===== src/rtl/branch_ctrl_pkg.sv =====
// branch_pkg: branch codes, flag bit indices, FSM states and code-decoding helpers for branch_ctrl
package branch_pkg;
  localparam logic [3:0] BAEQ = 4'd1, BANE = 4'd2, BACS = 4'd3, BACC = 4'd4, BAMI = 4'd5, BAPL = 4'd6;
  localparam logic [3:0] BBEQ = 4'd7, BBNE = 4'd8, BBCS = 4'd9, BBCC = 4'd10, BBMI = 4'd11, BBPL = 4'd12;
  localparam int FLAG_Z = 2, FLAG_N = 1, FLAG_C = 0;
  typedef enum logic [1:0] {IDLE, WAIT, FLUSH} state_t;
  function automatic logic is_branch(input logic [3:0] c);
    return c >= BAEQ && c <= BBPL;
  endfunction
  function automatic logic uses_b(input logic [3:0] c);
    return c >= BBEQ && c <= BBPL;
  endfunction
endpackage


===== src/rtl/branch_ctrl_if.sv =====
// branch_ctrl_if: decode-stage branch request and PC redirect/flush response bus
interface branch_ctrl_if #(parameter int ADDR_W = 10);
  logic              br_valid;
  logic [3:0]        br_code;
  logic [ADDR_W-1:0] br_target;
  logic              stall;
  logic              pc_load;
  logic [ADDR_W-1:0] pc_target;
  logic              flush;
  logic              br_done;
  modport master(output br_valid, br_code, br_target, input stall, pc_load, pc_target, flush, br_done);
  modport slave(input br_valid, br_code, br_target, output stall, pc_load, pc_target, flush, br_done);
endinterface


===== src/rtl/branch_cond_eval.sv =====
// branch_cond_eval: combinational EQ/NE/CS/CC/MI/PL test of a branch code against A or B flags
module branch_cond_eval
  import branch_pkg::*;
(
  input  logic [3:0] code,
  input  logic [2:0] flags_a,
  input  logic [2:0] flags_b,
  output logic       taken
);
  logic [2:0] f, k;
  logic       b;
  // k is the condition index 0..5 within the accumulator group; bit 0 inverts the test
  assign f = uses_b(code) ? flags_b : flags_a;
  assign k = uses_b(code) ? code[2:0] - 3'd7 : code[2:0] - 3'd1;
  assign b = k[2:1] == 2'd0 ? f[FLAG_Z] : k[2:1] == 2'd1 ? f[FLAG_C] : f[FLAG_N];
  assign taken = is_branch(code) && (b ^ k[0]);
endmodule


===== src/rtl/branch_ctrl.sv =====
// branch_ctrl: flag registers, hazard stall, branch resolution and flush; BRANCH_STATS_EN adds counters
module branch_ctrl
  import branch_pkg::*;
#(
  parameter int ADDR_W      = 10,
  parameter int FLUSH_DEPTH = 2
) (
  input  logic       clk,
  input  logic       rst_n,
  branch_ctrl_if.slave bus,
  input  logic       flag_wr_a,
  input  logic       flag_wr_b,
  input  logic [2:0] flag_a_in,
  input  logic [2:0] flag_b_in,
  input  logic       pend_a,
  input  logic       pend_b,
  output logic [2:0] flags_a,
  output logic [2:0] flags_b
`ifdef BRANCH_STATS_EN
  ,
  output logic [15:0] cnt_taken,
  output logic [15:0] cnt_not_taken,
  output logic [15:0] cnt_stall
`endif
);
  state_t     state, state_d;
  logic [3:0] code_q, code;
  logic [2:0] cnt, cnt_d, eff_a, eff_b;
  logic       legal, hazard, eval, taken, take;
  assign code   = state == WAIT ? code_q : bus.br_code;
  assign legal  = state == WAIT || (state == IDLE && bus.br_valid && is_branch(bus.br_code));
  // a write-back in the same cycle beats the pending flag and is forwarded
  assign hazard = uses_b(code) ? pend_b && !flag_wr_b : pend_a && !flag_wr_a;
  assign eff_a  = flag_wr_a ? flag_a_in : flags_a;
  assign eff_b  = flag_wr_b ? flag_b_in : flags_b;
  assign bus.stall = legal && hazard;
  assign eval   = legal && !hazard;
  assign take   = eval && taken;
  branch_cond_eval u_eval (.code(code), .flags_a(eff_a), .flags_b(eff_b), .taken(taken));
  always_comb begin
    state_d = state;
    cnt_d   = cnt;
    if (take) begin
      state_d = FLUSH;
      cnt_d   = 3'(FLUSH_DEPTH);
    end else if (eval) state_d = IDLE;
    else if (bus.stall) state_d = WAIT;
    else if (state == FLUSH) begin
      cnt_d   = cnt - 3'd1;
      state_d = cnt == 3'd1 ? IDLE : FLUSH;
    end
  end
  always_ff @(posedge clk or negedge rst_n) begin
    if (!rst_n) begin
      state         <= IDLE;
      cnt           <= '0;
      code_q        <= '0;
      flags_a       <= '0;
      flags_b       <= '0;
      bus.pc_load   <= 1'b0;
      bus.pc_target <= '0;
      bus.flush     <= 1'b0;
      bus.br_done   <= 1'b0;
    end else begin
      state   <= state_d;
      cnt     <= cnt_d;
      flags_a <= flag_wr_a ? flag_a_in : flags_a;
      flags_b <= flag_wr_b ? flag_b_in : flags_b;
      if (state == IDLE && bus.stall) code_q <= code;
      if (state == IDLE && (bus.stall || take)) bus.pc_target <= bus.br_target;
      bus.pc_load <= take;
      bus.flush   <= state_d == FLUSH;
      bus.br_done <= (eval && !taken) || (state_d == FLUSH && cnt_d == 3'd1);
    end
  end
`ifdef BRANCH_STATS_EN
  always_ff @(posedge clk or negedge rst_n) begin
    if (!rst_n) begin
      cnt_taken     <= '0;
      cnt_not_taken <= '0;
      cnt_stall     <= '0;
    end else begin
      if (take && ~&cnt_taken) cnt_taken <= cnt_taken + 16'd1;
      if (eval && !taken && ~&cnt_not_taken) cnt_not_taken <= cnt_not_taken + 16'd1;
      if (bus.stall && ~&cnt_stall) cnt_stall <= cnt_stall + 16'd1;
    end
  end
`endif
endmodule


===== src/flat_wrapper.sv =====
// flat-port wrapper written by rule: the top's interface ports become plain ports
module branch_ctrl_flat import branch_pkg::*;
#(
  parameter int ADDR_W      = 10,
  parameter int FLUSH_DEPTH = 2
)
  (clk, rst_n, flag_wr_a, flag_wr_b, flag_a_in, flag_b_in, pend_a, pend_b, flags_a, flags_b, bus_br_valid, bus_br_code, bus_br_target, bus_stall, bus_pc_load, bus_pc_target, bus_flush, bus_br_done);
  branch_ctrl_if #(.ADDR_W(ADDR_W)) bus_i ();
  input  logic clk;
  input  logic rst_n;
  input  logic flag_wr_a;
  input  logic flag_wr_b;
  input  logic [2:0] flag_a_in;
  input  logic [2:0] flag_b_in;
  input  logic pend_a;
  input  logic pend_b;
  output logic [2:0] flags_a;
  output logic [2:0] flags_b;
  input wire logic [$bits(bus_i.br_valid)-1:0] bus_br_valid;
  input wire logic [$bits(bus_i.br_code)-1:0] bus_br_code;
  input wire logic [$bits(bus_i.br_target)-1:0] bus_br_target;
  output wire logic [$bits(bus_i.stall)-1:0] bus_stall;
  output wire logic [$bits(bus_i.pc_load)-1:0] bus_pc_load;
  output wire logic [$bits(bus_i.pc_target)-1:0] bus_pc_target;
  output wire logic [$bits(bus_i.flush)-1:0] bus_flush;
  output wire logic [$bits(bus_i.br_done)-1:0] bus_br_done;
  assign bus_i.br_valid = bus_br_valid;
  assign bus_i.br_code = bus_br_code;
  assign bus_i.br_target = bus_br_target;
  assign bus_stall = bus_i.stall;
  assign bus_pc_load = bus_i.pc_load;
  assign bus_pc_target = bus_i.pc_target;
  assign bus_flush = bus_i.flush;
  assign bus_br_done = bus_i.br_done;
  branch_ctrl #(.ADDR_W(ADDR_W), .FLUSH_DEPTH(FLUSH_DEPTH)) u_core (.clk(clk), .rst_n(rst_n), .bus(bus_i), .flag_wr_a(flag_wr_a), .flag_wr_b(flag_wr_b), .flag_a_in(flag_a_in), .flag_b_in(flag_b_in), .pend_a(pend_a), .pend_b(pend_b), .flags_a(flags_a), .flags_b(flags_b));
endmodule

===== config.mk =====
export PLATFORM = sky130hd
export DESIGN_NAME = branch_ctrl_flat
export DESIGN_NICKNAME = d
export VERILOG_FILES = /design/src/rtl/branch_ctrl_pkg.sv /design/src/rtl/branch_ctrl_if.sv /design/src/rtl/branch_cond_eval.sv /design/src/rtl/branch_ctrl.sv /design/src/flat_wrapper.sv
export SDC_FILE = /design/constraint.sdc
export NUM_CORES = 1
export LEC_CHECK = 0
export ABC_AREA = 1
export BUFFER_PORTS_ARGS = -buffer_cell sky130_fd_sc_hd__buf_2
export CORE_MARGIN = 2
export CORE_UTILIZATION = 51
export CTS_CLUSTER_SIZE = 20
export DETAILED_ROUTE_END_ITERATION = 16
export PLACE_DENSITY = 0.79
export SYNTH_ARGS = -nofsm -noshare
export SYNTH_HDL_FRONTEND = slang
export SYNTH_SLANG_ARGS = --single-unit

===== constraint.sdc =====
create_clock -name clk -period 3.7 [get_ports clk]
set_clock_uncertainty 0.15 [all_clocks]
set_input_delay 0.74 -clock clk [delete_from_list [all_inputs] [get_ports clk]]
set_output_delay 0.74 -clock clk [all_outputs]
set_load 0.03 [all_outputs]

==> results of run 1 <==
[final cells by class]
type	instances	share of cell area
Sequential cell	28	0.3592
Multi-Input combinational cell	135	0.4099
Tap cell	44	0.02822
Timing Repair Buffer	47	0.1219
Clock buffer	3	0.01155
Inverter	28	0.05388
Clock inverter	1	0.01539
[state kept, by name, indices dropped and copies added (netlist names)]
signal                count
u_core.bus.flush          1
u_core.code_q             4
u_core.bus.br_done        1
u_core.bus.pc_target     10
u_core.bus.pc_load        1
u_core.state              2
u_core.flags_a            3
u_core.cnt                3
u_core.flags_b            3
[cells in the mapped netlist]
library cell  number  area share
or2_1              1      0.0038
nor2_2             3       0.011
o21a_1             1      0.0046
nand2_2            9       0.034
nand3_2           11       0.067
nand3_1           15       0.046
ha_1               3       0.023
o2111ai_1          1      0.0054
buf_4              1      0.0046
a21oi_1            1      0.0031
o21ai_1            1      0.0031
o21ai_0            5       0.015
inv_2              5       0.011
o21ai_2            1      0.0054
inv_1             23       0.053
nor2_1             5       0.011
nand2_1           62        0.14
nand3b_1           2      0.0092
mux2_2             2       0.014
xnor2_2            1       0.010
nand4_4            1       0.013
nand2_8            1       0.012
xor2_1             3       0.016
buf_12             1       0.012
nand2_4            4       0.028
o21bai_1           1      0.0046
mux2i_1            1      0.0061
dfrtp_1           28        0.43
[worst paths after layout]
path                       depth (start not counted)                      end               startpoint  slack [ns]
hold / removal                                     1        u_core.flags_b[1]                    rst_n        0.24
min in group clk                                   2  u_core.bus.pc_target[6]  u_core.bus.pc_target[6]        0.34
max in group asynchronous                          1  u_core.bus.pc_target[5]                    rst_n        2.76
hold reg to reg                                    2  u_core.bus.pc_target[6]  u_core.bus.pc_target[6]        0.34
setup / recovery                                  21  u_core.bus.pc_target[1]          u_core.state[0]        0.54
setup reg to reg                                  21  u_core.bus.pc_target[1]          u_core.state[0]        0.54
[cell usage in the layout (no fill, tap or decap), types with 3 or more instances in the layout]
| cell | netlist | routed |
|---|---|---|
| nand2_2 | 9 | 9 |
| buf_2 | 0 | 46 |
| nand3_1 | 15 | 15 |
| xor2_1 | 3 | 3 |
| nor2_1 | 5 | 5 |
| inv_2 | 5 | 5 |
| clkbuf_4 | 0 | 3 |
| nand2_1 | 62 | 62 |
| nand3_2 | 11 | 11 |
| dfrtp_1 | 28 | 28 |
| nor2_2 | 3 | 3 |
| o21ai_0 | 5 | 5 |
| inv_1 | 23 | 23 |
| ha_1 | 3 | 3 |
| nand2_4 | 4 | 4 |
[metrics by stage]
stage                       util  instance area [um^2]  setup slack (ns)  hold slack [ns]
after global placement    0.6217                  1898            0.3878           0.3053
after CTS                 0.6389                  1951            0.5563           0.2558
after floorplan                -                  1633            0.7462           0.2944
final                     0.6389                  1951            0.5431           0.2424
after global routing      0.6389                  1951            0.2762           0.2574
after detailed placement  0.6217                  1898            0.2988           0.3083
[cells by family after synthesis]
group / count (synthesis)
buf+inv: 30
flops: 28
fa+ha+maj: 3
simple gates: 114
mux: 3
xor+xnor: 4
compound gates: 11
[power groups by stage]
| stage | Clock [mW] | Sequential [mW] | Combinational, mW |
|---|---|---|---|
| floorplan | 0 | 0.604 | 0.687 |
| global placement | 0 | 0.482 | 0.964 |
| detailed placement | 0 | 0.481 | 0.985 |
| CTS | 0.208 | 0.474 | 0.989 |
| global route | 0.222 | 0.490 | 1.10 |
| finish | 0.202 | 0.474 | 0.980 |
[routing by layer]
| metal | vias to the layer above | wire (um) | track usage |
|---|---|---|---|
| met4 | 0 | 31 | 0.06522 |
| met3 | 4 | 149 | 0.02559 |
| met2 | 37 | 1426 | 0.3180 |
| met1 | 615 | 1476 | 0.2473 |
| li1 | 705 | - | - |
| met5 | - | 0 | 0 |
==> run_results.csv, run 1 <==
group,metric,value,unit
synthesis,avgSynthCellArea,8.460,um^2
power_and_ir_drop,total_power,1.656,mW
critical_path,cp_num_buf_inv,0,
timing,max_slew_margin,0.5904,
timing,maxClockFrequency,316.8,MHz
cells_and_area,n_antenna_cell,0,
timing,setup_violations,0,
clock_network,cts_hold_repair.buffers,0,
clock_network,root_buffer,"clkbuf_4",
synthesis,synth_cell_types,28,
critical_path,path_delay_family,"simple AND/OR/NAND/NOR gates",
power_and_ir_drop,ir_drop,0.0003696,V
timing,hold_violations,0,
clock_network,post_cts_resized,0,
timing,fin_setup_tns,0,ns
cells_and_area,instances_no_fill,286,
power_and_ir_drop,switching_share,0.4892,
grt,grt_pass1_vias,1281,
timing,tightest_slew,0.6144,ns
detailed_routing,drt_pre_antenna_iters,5,
clock_network,cts_tree,"done",
detailed_routing,vias_per_cell,4.759,
critical_path,critPathRequiredTime,3.79,ns
grt,grt_max_degree,29,
detailed_routing,avgRoutedWirePerCell,10.78,um
clock_network,insertion_delay,0.33,ns
synthesis,synth-xor-area-share,0.02605,
grt,grt_first_pass_wirelength,5181,um
detailed_routing,vias,1361,
detailed_routing,route.detailed.drc,0,
clock_network,cts_inserted_buffers,3,
detailed_routing,ant_nets,0,
cells_and_area,fillers,275,
floorplan,rows,20,
clock_network,post_cts_buffers,0,
timing,drv_slew,0,
placement,portBuffers,46,
synthesis,synth_compound_area_frac,0.04138,
synthesis,synth_warnings,0,
synthesis,syn_area,1633,um^2
clock_network,path_clk_slew,0.15,ns
power_and_ir_drop,p_int,0.8460,mW
status,status,"finished, final reports clean",
floorplan,dieWidth,60.58,um
run,max-cap-violations,0,
power_and_ir_drop,pwr-share-clk,0.122,
floorplan,coreArea,3053,um^2
cells_and_area,register_area,700.7,um^2
power_and_ir_drop,combPwrFrac,0.592,
critical_path,crit_path_cell_trace,"nand2_4, nand2_2, nand2_1, nand2_2, nand2_4, nand2_8, ha_1, nand3_1, nand2_1, nand2_1, nand2_1, xnor2_2, nand2_1, nand2_2, nand2_1, nand2_2, nand4_4, nand2_4, nand2_4, nand2_1, nand2_1",
placement,placed_cells,282,
power_and_ir_drop,power_frac_seq,0.286,
cells_and_area,finalNetCount,273,
grt,globalRoute.totalOverflow,0,
clock_network,htreeDepth,1,
timing,rsz0062_at_grt,"no",
cells_and_area,multiInputGateArea,799.5,um^2
cells_and_area,synthToLayoutAreaGrowth,19.46,%
power_and_ir_drop,leakage,1.107,nW
synthesis,synth_top_family_by_area,"simple AND/OR/NAND/NOR gates",
cells_and_area,drive_gt1_frac,0.3678,
floorplan,initial_core_util,0.5348,
critical_path,critPathArrivalTime,3.25,ns
timing,finalCriticalPeriod,3.157,ns
floorplan,io-pin-count,47,
grt,grt_usage,0.1876,
placement,dpl.hpwl,2419,um
synthesis,synth_fa_ha_area_frac,0.02299,
critical_path,cp_max_fo,11,
power_and_ir_drop,p_sw,0.8102,mW
synthesis,yosys_register_bits,28,
synthesis,syn_nets,223,
critical_path,endpoint_kind,"flip-flop",
synthesis,synth-seq-area-share,0.4291,
floorplan,dieArea,3670,um^2
critical_path,start_kind,"flip-flop",
detailed_routing,drt-total-wl,3083,um
clock_network,cts.path.max_buffers,2,
critical_path,cpPeakStageDelay,0.51,ns
power_and_ir_drop,p_per_area,849.0,nW/um^2
detailed_routing,dr.first_iter.drc_count,87,
floorplan,die_h,60.58,um
synthesis,synth_cells,193,
grt,antenna_found_initial,0,
clock_network,clock-sinks,28,
timing,period_share,0.8532,
synthesis,synth.area.mux_share,0.01992,
critical_path,cp_common_cell,"nand2_1",
critical_path,crit_type,"flip-flop to flip-flop",
synthesis,synthSimpleGateAreaFrac,0.3793,
critical_path,cpMaxStageDelayCell,"dfrtp_1",
placement,gp_congestion,0.8905,
hold_path,hold_path.class,"primary input to asynchronous set/reset pin",
No activity file was read; power rests on OpenSTA's default activity.
==> run 2, diff against run 1 <==
--- a/config.mk
+++ b/config.mk
@@ -12,6 +12,7 @@
 export CTS_CLUSTER_SIZE = 20
 export DETAILED_ROUTE_END_ITERATION = 16
 export PLACE_DENSITY = 0.79
+export RECOVER_POWER = 25
 export SYNTH_ARGS = -nofsm -noshare
 export SYNTH_HDL_FRONTEND = slang
 export SYNTH_SLANG_ARGS = --single-unit
==> run 2 against run 1 <==
Compared with the run above: via count unchanged; clock power about the same; sequential power is essentially flat; sequential cell count unchanged; final cell count unchanged; non-clock buffer count is the same; count of clock-buffer cells in the layout stayed put; utilization shrank 0.082 points; sequential share of layout area about the same; critical path type unchanged; critical endpoint unchanged; highest routed layer unchanged.
==> run_results.csv, run 2 (synthesized netlist as in run 1, its figures left out) <==
group,metric,value,unit
grt,antenna_found_initial,0,
run,max-cap-violations,0,
placement,dpl.hpwl,2419,um
clock_network,post_cts_buffers,0,
cells_and_area,fin_area,1948,um^2
placement,place_ws,0.2988,ns
clock_network,post_cts_resized,0,
critical_path,cp_common_cell,"nand2_1",
floorplan,die_h,60.58,um
cells_and_area,n_antenna_cell,0,
timing,maxClockFrequency,316.8,MHz
timing,fin_hold_ws,0.3388,ns
cells_and_area,drive_gt1_frac,0.3595,
timing,finalCriticalPeriod,3.157,ns
power_and_ir_drop,leakage,1.102,nW
cells_and_area,instances_no_fill,286,
timing,drv_slew,0,
detailed_routing,maxUsedRoutingLayer,"met4",
clock_network,cts.path.max_buffers,2,
detailed_routing,vias_per_cell,4.759,
clock_network,cts_tree,"done",
critical_path,cpMaxStageDelayCell,"dfrtp_1",
clock_network,root_buffer,"clkbuf_4",
detailed_routing,wl_met1,1475,um
cells_and_area,final_core_util,0.6381,
critical_path,rr_startpoint,"u_core.state[0]",
timing,tightest_slew,1.468,ns
status,status,"finished, final reports clean",
critical_path,endpoint_kind,"flip-flop",
timing,period_share,0.8532,
placement,placed_cells,282,
floorplan,initial_core_util,0.5348,
floorplan,rows,20,
grt,grt_max_degree,29,
clock_network,cts_hold_repair.buffers,0,
critical_path,crit_type,"flip-flop to flip-flop",
timing,rsz0062_at_grt,"no",
critical_path,crit_path_cell_trace,"nand2_4, nand2_2, nand2_1, nand2_2, nand2_4, nand2_8, ha_1, nand3_1, nand2_1, nand2_1, nand2_1, xnor2_2, nand2_1, nand2_2, nand2_1, nand2_2, nand4_4, nand2_4, nand2_4, nand2_1, nand2_1",
cells_and_area,finalNetCount,273,
detailed_routing,drt_pre_antenna_iters,5,
detailed_routing,avgRoutedWirePerCell,10.77,um
placement,gp_congestion,0.8905,
grt,grt_usage,0.1876,
clock_network,clock-sinks,28,
cells_and_area,layout_commonest_cell,"nand2_1",
placement,portBuffers,46,
grt,globalRoute.totalOverflow,0,
critical_path,reg2reg_depth,21,
clock_network,insertion_delay,0.33,ns
timing,fin_setup_tns,0,ns
detailed_routing,met2_length,1425,um
hold_path,min_path_cells,2,
floorplan,io-pin-count,47,
cells_and_area,synthToLayoutAreaGrowth,19.31,%
power_and_ir_drop,total_power,1.656,mW
detailed_routing,met3_wirelength,149,um
placement,placed_area,1898,um^2
timing,max_slew_margin,0.02157,
floorplan,coreArea,3053,um^2
cells_and_area,top_regs,"u_core.bus.pc_target x10, u_core.code_q x4",
cells_and_area,largest_reg_flops,10,
clock_network,htreeDepth,1,
critical_path,worstSetupStartpoint,"u_core.state[0]",
grt,grt_pass1_vias,1281,
critical_path,critPathRequiredTime,3.79,ns
critical_path,cp_max_fo,11,
grt,grt_first_pass_wirelength,5181,um
detailed_routing,drt-total-wl,3081,um
power_and_ir_drop,p_per_area,850.0,nW/um^2
hold_path,hold_path.class,"flip-flop to flip-flop",
power_and_ir_drop,ir_drop,0.0003696,V
timing,hold_violations,0,
cells_and_area,layout_common_cells,"62 x nand2_1, 44 x buf_2, 28 x dfrtp_1",
cells_and_area,top_register,"u_core.bus.pc_target",
critical_path,cpPeakStageDelay,0.51,ns
hold_path,min_from,"u_core.bus.pc_target[6]",
detailed_routing,ant_nets,0,
floorplan,dieArea,3670,um^2
timing,postLayoutSetupSlackWorst,0.5431,ns
critical_path,start_kind,"flip-flop",
critical_path,critPathArrivalTime,3.25,ns
clock_network,path_clk_slew,0.15,ns
timing,setup_violations,0,
floorplan,dieWidth,60.58,um
clock_network,cts_inserted_buffers,3,
detailed_routing,vias,1361,
detailed_routing,dr.first_iter.drc_count,92,
detailed_routing,route.detailed.drc,0,
-- run 2: cell count changes in the layout (fill, tap and decap cells not counted) --
| cell | change |
|---|---|
| buf_2 | -2 |
| clkbuf_1 | +2 |
-- run 2: final timing paths --
path                                            to  slack [ns]
max reg2reg                u_core.bus.pc_target[1]        0.54
min reg2reg                u_core.bus.pc_target[6]        0.34
min in group asynchronous        u_core.flags_b[1]        0.58
max in group asynchronous  u_core.bus.pc_target[5]        1.98
max                        u_core.bus.pc_target[1]        0.54
min                        u_core.bus.pc_target[6]        0.34
-- run 2: worst max-delay path: cells and delay by family (launching register included) --
| kind | cells | cell delay (ns) |
|---|---|---|
| flops | 1 | 0.51 |
| xor+xnor | 1 | 0.20 |
| simple gates | 19 | 1.87 |
| fa+ha+maj | 1 | 0.30 |
-- run 2: where the power goes --
group	internal, mW	total (mW)	switching (mW)
clock	0.110	0.202	0.0924
sequential	0.413	0.474	0.0617
combinational	0.323	0.979	0.656
-- run 2: final cells by class --
cell class              count  area, um^2
repair buffers             47       235.2
clock inverters             1       30.03
well taps                  44       55.05
fillers                   277        1105
inverters                  28       105.1
multi-input cells         135       799.5
flip-flops and latches     28       700.7
clock buffers               3       22.52
-- run 2: routing by layer --
layer / up-vias / GRT usage
met5: - / 0
met4: 0 / 0.06522
met3: 4 / 0.02559
met2: 37 / 0.3180
met1: 615 / 0.2473
li1: 705 / -
